==> src/rtl/regfile_scoreboard.sv <==
// Integer register file with a busy-bit scoreboard and a registered operand output stage.
// Optional macro RF_BYPASS_EN forwards same-cycle write-back to the issuing operands.
module regfile_scoreboard #(
    parameter int XLEN = 32,
    parameter int NREG = 32,
    parameter int AW   = 5
) (
    input  logic            clk,
    input  logic            rst,
    input  logic            wr_en,
    input  logic [AW-1:0]   wr_addr,
    input  logic [XLEN-1:0] wr_data,
    input  logic            iss_valid,
    output logic            iss_ready,
    input  logic [AW-1:0]   iss_rs1,
    input  logic [AW-1:0]   iss_rs2,
    input  logic [AW-1:0]   iss_rd,
    input  logic            iss_rd_en,
    output logic            out_valid,
    output logic [XLEN-1:0] out_rs1_data,
    output logic [XLEN-1:0] out_rs2_data,
    input  logic            out_ready
);

    localparam int NADDR = 1 << AW;

    logic [XLEN-1:0] regs_reg [NREG];
    logic [NREG-1:0] busy_reg;
    logic [NREG-1:0] busy_next;
    logic [NREG-1:0] wr_sel;
    logic            out_valid_reg;
    logic [XLEN-1:0] rs1_data_reg;
    logic [XLEN-1:0] rs2_data_reg;

    // Address-space views padded to 2^AW entries; x0 and unimplemented addresses read as zero / never busy.
    logic [NADDR-1:0] busy_pad;
    logic [XLEN-1:0]  rd_pad [NADDR];

    logic            wb_hit;
    logic            byp1;
    logic            byp2;
    logic            hz1;
    logic            hz2;
    logic            hzd;
    logic            out_free;
    logic            fire;
    logic            set_en;
    logic [XLEN-1:0] op1;
    logic [XLEN-1:0] op2;

    genvar gi;
    generate
        for (gi = 0; gi < NADDR; gi++) begin : g_pad
            if (gi > 0 && gi < NREG) begin : g_real
                assign busy_pad[gi] = busy_reg[gi];
                assign rd_pad[gi]   = regs_reg[gi];
            end else begin : g_zero
                assign busy_pad[gi] = 1'b0;
                assign rd_pad[gi]   = '0;
            end
        end
    endgenerate

    assign wb_hit = wr_en && (wr_addr != '0);
    assign byp1   = wb_hit && (wr_addr == iss_rs1);
    assign byp2   = wb_hit && (wr_addr == iss_rs2);

`ifdef RF_BYPASS_EN
    assign hz1 = busy_pad[iss_rs1] && !byp1;
    assign hz2 = busy_pad[iss_rs2] && !byp2;
    assign op1 = byp1 ? wr_data : rd_pad[iss_rs1];
    assign op2 = byp2 ? wr_data : rd_pad[iss_rs2];
`else
    // Without forwarding, a source being written this cycle is only readable from the next cycle on.
    assign hz1 = busy_pad[iss_rs1] || byp1;
    assign hz2 = busy_pad[iss_rs2] || byp2;
    assign op1 = rd_pad[iss_rs1];
    assign op2 = rd_pad[iss_rs2];
`endif

    assign hzd       = iss_rd_en && busy_pad[iss_rd];
    assign out_free  = !out_valid_reg || out_ready;
    assign iss_ready = !hz1 && !hz2 && !hzd && out_free;
    assign fire      = iss_valid && iss_ready;
    assign set_en    = fire && iss_rd_en;

    generate
        for (gi = 0; gi < NREG; gi++) begin : g_busy
            if (gi == 0) begin : g_x0
                assign wr_sel[gi]    = 1'b0;
                assign busy_next[gi] = 1'b0;
            end else begin : g_xn
                assign wr_sel[gi] = wb_hit && (wr_addr == AW'(gi));
                // A new issue marking this register busy overrides a same-cycle write-back clear.
                assign busy_next[gi] = (set_en && (iss_rd == AW'(gi))) ? 1'b1 :
                                       wr_sel[gi]                      ? 1'b0 :
                                                                         busy_reg[gi];
            end
        end
    endgenerate

    always_ff @(posedge clk) begin
        if (rst) begin
            for (int i = 0; i < NREG; i++) begin
                regs_reg[i] <= '0;
            end
            busy_reg      <= '0;
            out_valid_reg <= 1'b0;
            rs1_data_reg  <= '0;
            rs2_data_reg  <= '0;
        end else begin
            for (int i = 1; i < NREG; i++) begin
                if (wr_sel[i]) begin
                    regs_reg[i] <= wr_data;
                end
            end
            busy_reg <= busy_next;
            if (fire) begin
                out_valid_reg <= 1'b1;
                rs1_data_reg  <= op1;
                rs2_data_reg  <= op2;
            end else if (out_ready) begin
                out_valid_reg <= 1'b0;
            end
        end
    end

    assign out_valid    = out_valid_reg;
    assign out_rs1_data = rs1_data_reg;
    assign out_rs2_data = rs2_data_reg;

endmodule

==> config.mk <==
export PLATFORM = sky130hd
export DESIGN_NAME = regfile_scoreboard
export DESIGN_NICKNAME = d
export VERILOG_FILES = /design/src/rtl/regfile_scoreboard.sv
export SDC_FILE = /design/constraint.sdc
export NUM_CORES = 2
export LEC_CHECK = 0
export BUFFER_PORTS_ARGS = -buffer_cell sky130_fd_sc_hd__buf_2
export CORE_AREA = 5 5 397 399
export DETAILED_ROUTE_END_ITERATION = 16
export DIE_AREA = 0 0 402 404
export SKIP_LAST_GASP = 1
export SYNTH_ARGS = -nofsm -noshare
export SYNTH_HDL_FRONTEND = slang
export SYNTH_SLANG_ARGS = --single-unit
export TNS_END_PERCENT = 30
==> constraint.sdc <==
create_clock -name clk -period 3.45 [get_ports clk]
set_input_delay 0.1725 -clock clk [delete_from_list [all_inputs] [get_ports clk]]
set_output_delay 0.1725 -clock clk [all_outputs]
set_load 0.005 [all_outputs]
# Word-level counts from Yosys, hierarchy flattened
# Memory sizes are Yosys's and may differ from the RTL's.
# Index checks and enable logic that the tools add are counted.
# Widths: inputs -> output; s select.
[classes]
muxes = 202
n_eq_ne = 64
reduce_logical = 111
n_bitwise = 33
n_lt_le_gt_ge = 5
[op_table]
columns = ["operator", "n"]
rows = [
  ["$mux 32", 35],
  ["$bmux 32 s5", 2],
  ["$mux 1", 162],
  ["$eq 5x5->1 const B", 32],
  ["$eq 5x4->1 const B", 16],
  ["$logic_and 1x1->1", 71],
  ["$reduce_bool 2->1", 32],
  ["$eq 5x3->1 const B", 8],
  ["$or 1x1->1", 31],
  ["$eq 5x2->1 const B", 4],
  ["$lt 5x6->1 const B", 3],
  ["$bmux 1 s5", 3],
  ["$ge 6x6->1 const B", 2],
  ["$not 5->6", 2],
  ["$eq 5x1->1 const B", 2],
  ["$eq 5x5->1", 2],
  ["$reduce_bool 5->1", 1],
  ["$logic_not 1->1", 4],
  ["$logic_or 1x1->1", 3],
]
[totals]
inputBits = 58
ramBits = 1024
n_memories = 1
out_inout_bits = 66
register_bits = 96
wordCells = 450
[mem_list]
columns = ["name", "words", "word_bits", "rd", "rd_ports_with_merged_regs", "wr", "line_no", "text"]
rows = [
  ["regs_reg", 32, 32, 31, 0, 32, "27", "logic [XLEN-1:0] regs_reg [NREG];"],
]

# Logic depth before layout (Yosys ltp)
[depth]
ltp_word = 12
mapped_depth = 11
depth_no_buf = 7

# Worst setup path before layout
# No wires, ideal clock.
[synth_timing]
path_kind = "input-to-reg"
start = "in iss_rs1[0]"
end = "reg rs2_data_reg[20] (netlist: out_rs2_data[20])"
path_buffers = 3
setup_slack_ps = 997
t_required_ps = 3318
cell_stages = 9
setup_time_ps = 132
t_arrival_ps = 2321
cell_sequence = "buf_2 > mux4_2 > mux2_2 > and3_1 > or4_1 > buf_6 > buf_6 > o21ai_1 > o31ai_2"
[synth_via]
elab_chain_cells = 8
word_cells_on_any_way = 10
cone_classes = "eq/ne: 1; mux: 2; reduce/logical: 7"
[synth_lines]
columns = ["item", "line_no", "text"]
rows = [
  ["start: declaration", "15", "input logic [AW-1:0] iss_rs1,"],
  ["$bmux 1 s5 or $eq 5x5->1 (tied branches)", "75, 65", ""],
  ["$mux 1 (implied by the code) or $logic_and 1x1->1 (tied branches)", "75, 65", ""],
  ["$logic_or 1x1->1 *", "75", "assign hz1 = busy_pad[iss_rs1] || byp1;"],
  ["$logic_not 1->1 *", "83", "assign iss_ready = !hz1 && !hz2 && !hzd && out_free;"],
  ["$logic_and 1x1->1 * (3 in series)", "83", ""],
  ["$logic_and 1x1->1 *", "84", "assign fire = iss_valid && iss_ready;"],
  ["end signal: assignment", "121", "rs2_data_reg <= op2;"],
  ["end: declaration", "33", "logic [XLEN-1:0] rs2_data_reg;"],
]
# Mark *: on every way between the ends. The rest lies on a longest branch, timed or not. The select of a mux whose other input is x is not followed.
# A chain may end at the register's enable or synchronous reset.

# Final worst setup path
[layout_timing]
start = "reg busy_reg[26]"
end = "out iss_ready"
[layout_via]
elab_chain_cells = 7
word_cells_on_any_way = 15
cone_classes = "mux: 6; reduce/logical: 9"
[layout_lines]
columns = ["item", "line_no", "text"]
rows = [
  ["start: declaration", "28", "logic [NREG-1:0] busy_reg;"],
  ["start signal: assignment", "117", "busy_reg <= busy_next;"],
  ["$bmux 1 s5 (on tied branches)", "75, 76", ""],
  ["$mux 1 (on tied branches)", "75, 76", ""],
  ["$logic_or 1x1->1 (on tied branches)", "75, 76", ""],
  ["$logic_not 1->1", "83", ""],
  ["$logic_and 1x1->1", "83", ""],
  ["$logic_and 1x1->1 * (2 in series)", "83", ""],
  ["end: declaration", "14", "output logic iss_ready,"],
]
# Marked as above.

==> parameters.txt <==
Parameter                              Value

Status
  Status    complete, no violations

STA
  Total count of hold-check failures in the final report    0
  Worst setup margin    331 ps
  Skew final    between 20 and 30 ps
  Final worst hold slack    66.4 ps
  Count of pins over their slew limit    0
  Worst-Margin Slew    1030 ps
  Summed negative setup slack over all endpoints    0 ps
  Unrepaired setup endpoints after global routing    no
  Final critical delay including setup and external delays    3120 ps
  Share of the clock period used by the worst path    about nine tenths
  Final setup violation count    0
  Relative slew margins    between 30% and 40%
  Achievable Freq    roughly 320 MHz

Placed design
  Gpl congestion    0.856
  Setup WS pre-CTS    386 ps
  Final HPWL DP    between 100000 and 150000 um
  I/O Buffers    approximately 120

Floorplanning
  Top-Level Pins    between 100 and 150
  Area of the core    about 0.15 mm^2
  Initial cell density of the core    34.8%
  Die span in x    402 um
  Rows    approximately 140
  Die area    between 0.15 and 0.2 mm^2
  Die boundary height    about 400 um

Synth
  Most common library cells after synthesis    sky130_fd_sc_hd__edfxtp_1, sky130_fd_sc_hd__mux4_2, sky130_fd_sc_hd__nor2_1, sky130_fd_sc_hd__clkbuf_1, sky130_fd_sc_hd__dfxtp_1
  Post-Syn Instances    3245
  Top cells by area in the synthesized netlist    sky130_fd_sc_hd__edfxtp_1, sky130_fd_sc_hd__mux4_2, sky130_fd_sc_hd__nor2_1
  EDFF count, synth    992
  Leading cell type by number of instances after synthesis    sky130_fd_sc_hd__edfxtp_1
  Synthesized cell area    0.0534 mm^2
  Ys async rst share    0%
  Top cell type's share of synthesized area    55.7%
  Largest area contributor in the netlist    sky130_fd_sc_hd__edfxtp_1
  Sequential-to-total area share from yosys stat    59.3%
  Number of nets produced by synthesis    3303
  Count of state elements after synthesis    1088
  Yosys synthesis warning count    0
  Post-synthesis cell type count    53
  Primary flip-flop cell chosen by synthesis mapping    sky130_fd_sc_hd__edfxtp_1
  Mean Syn Cell Area    16.5 um^2

Final layout
  Final standard cell utilization of the core    around two fifths
  P&R area growth vs syn    13.9%
  Final-stage net count    around 3400
  Filler cell count in the final layout    13900
  Fraction of final layout cells with drive strength greater than 1    between 30% and 40%
  Max FFs per register    992

Critical path
  Crit path capture type    output pin
  Critical path startpoint category    flip-flop
  Crit Path Category    reg2out
  Data required time at the worst endpoint    3280 ps
  Critical path peak fanout    4
  Data arrival time of the worst path    2950 ps

Drt
  Number of optimization iterations in the first detailed-route pass    5
  Average via count per standard cell    5.94
  Number of vias in the routed layout    approximately 32000
  Wire length reported by the detailed router    171000 um
  Post-DRT Antenna Nets    0
  Routed length per instance    31.4 um
  Number of remaining DRC errors    0
  DRC violation total after the first TritonRoute iteration    3954

Clock tree
  Total CTS buffers    110
  # H-tree levels    3
  Number of resized instances in the post-cts repair step    0
  Clock transition at the registers of the reported paths    ~70 ps
  CTS max path bufs    3
  Clock latency on the worst-skew pair    roughly 720 ps
  Cell chosen for the clock root    sky130_fd_sc_hd__clkbuf_16
  Sinks on the clock net    between 1000 and 1500
  Clock tree from TritonCTS    yes

Power
  Proportion of power drawn by flip-flops and latches    49.8%
  Power after layout    31.7 mW
  Combinational share of power    a little over an eighth
  Power per Cell Area    522 mW/mm^2
  Worst VDD drop    0.363 mV
  Leakage    20.2 nW
  Switching power summed over all nets    7.91 mW
  Share of total power in the clock network    approximately 37%
  Cell Int Power    roughly 24 mW
  Switching power as a share of total power    roughly 25%

Global route
  Global routing usage summed across all routing layers    20.8%
  Vias in the first global route    32500
  Maximum number of pins on one net before global-route repair    126
  Residual overflow from global routing    0
  Initial antenna violation count    4
  Global-route wire length before repair    between 200000 and 250000 um

Run
  Number of max-capacitance violations reported    0

Worst hold path
  Class of the tightest hold or removal check    in2reg
layout make-up:
type | count | area, um^2 | share of cell area (%)
Antenna cell | 2 | 5.00 | 0.00822
Clock buffer | 145 | 3060 | 5.02
Inverter | 67 | 256 | 0.421
Tap cell | 2044 | 2560 | 4.20
Timing Repair Buffer | 300 | 2630 | 4.32
Sequential cell | 1088 | 31700 | 52.1
Clock inverter | 57 | 433 | 0.711
Multi-Input combinational cell | 1756 | 20200 | 33.2
stage by stage:
| step | area, um^2 | cells |
|---|---|---|
| 2_1_floorplan | 53400 | 3245 |
| 3_3_place_gp | 57200 | 5239 |
| 3_5_place_dp | 57200 | 5239 |
| 4_1_cts | 60800 | 5457 |
| 5_1_grt | 60900 | 5459 |
| 6_report | 60900 | 5459 |
layout by cell type, fill, tap and decap left out, types with 18 or more instances in the layout:
master                      synthesis  final
sky130_fd_sc_hd__clkbuf_1         229     19
sky130_fd_sc_hd__inv_1             67     66
sky130_fd_sc_hd__buf_12             0     47
sky130_fd_sc_hd__o21ai_1           43     43
sky130_fd_sc_hd__nand2b_1          54     37
sky130_fd_sc_hd__o32ai_1           18     18
sky130_fd_sc_hd__o21ai_0           21     21
sky130_fd_sc_hd__nand2_1           30     19
sky130_fd_sc_hd__dfxtp_1           96     96
sky130_fd_sc_hd__mux2i_1           71     71
sky130_fd_sc_hd__edfxtp_1         992    992
sky130_fd_sc_hd__buf_2             60    115
sky130_fd_sc_hd__a22o_1            64     64
sky130_fd_sc_hd__clkinv_2           0     21
sky130_fd_sc_hd__nor2_1           559    559
sky130_fd_sc_hd__o31ai_1           62     62
sky130_fd_sc_hd__mux2_2            70     70
sky130_fd_sc_hd__clkbuf_16          0    111
sky130_fd_sc_hd__clkinv_1           0     23
sky130_fd_sc_hd__buf_4              0    116
sky130_fd_sc_hd__nor2b_1           75     73
sky130_fd_sc_hd__mux4_2           593    593
repair_timing:
action / in CTS / in global routing
hold buffers: 16 / 0
hold endpoints to repair: 69 / 0
buffers inserted: 0 / 0
path summary, 6_finish.rpt:
check	startpoint	slack [ps]	end	cells past startpoint
max reg2reg	busy_reg[26]	400	out_rs2_data[24]	8
min	rst	70	out_valid	2
min reg2reg	busy_reg[31]	480	busy_reg[31]	2
max	busy_reg[26]	330	iss_ready	8
power by group through the flow:
stage                     logic [mW]  clock network [mW]  registers, mW
after global routing            4.35                12.5           15.9
final                           4.17                11.8           15.8
after floorplan                 2.66                   0           15.9
after detailed placement        4.17                   0           16.1
after CTS                       4.19                11.9           15.8
after global placement          4.15                   0           16.0
worst max-delay path, stage by stage, from the launching register on:
cell,delay (ps)
sky130_fd_sc_hd__dfxtp_1,350
sky130_fd_sc_hd__mux4_2,450
sky130_fd_sc_hd__nand2b_1,150
sky130_fd_sc_hd__a41oi_1,270
sky130_fd_sc_hd__o311ai_1,210
sky130_fd_sc_hd__nor4_4,420
sky130_fd_sc_hd__nand2_1,110
sky130_fd_sc_hd__nor2_1,140
sky130_fd_sc_hd__buf_2,130
kinds of logic after synthesis:
family / Yosys count / share of synthesized area, %
flops: 1088 / 59.3
buf+inv: 401 / 3.08
xor+xnor: 10 / 0.164
compound gates: 255 / 3.51
simple gates: 757 / 6.11
mux: 734 / 27.8
per-layer routing:
layer	share of wire, %	GRT usage [%]
met3	11	5.48
met4	4.0	7.14
met2	46	32.1
met1	40	28.6
met5	0	0
(Power assumes the default switching activity.)
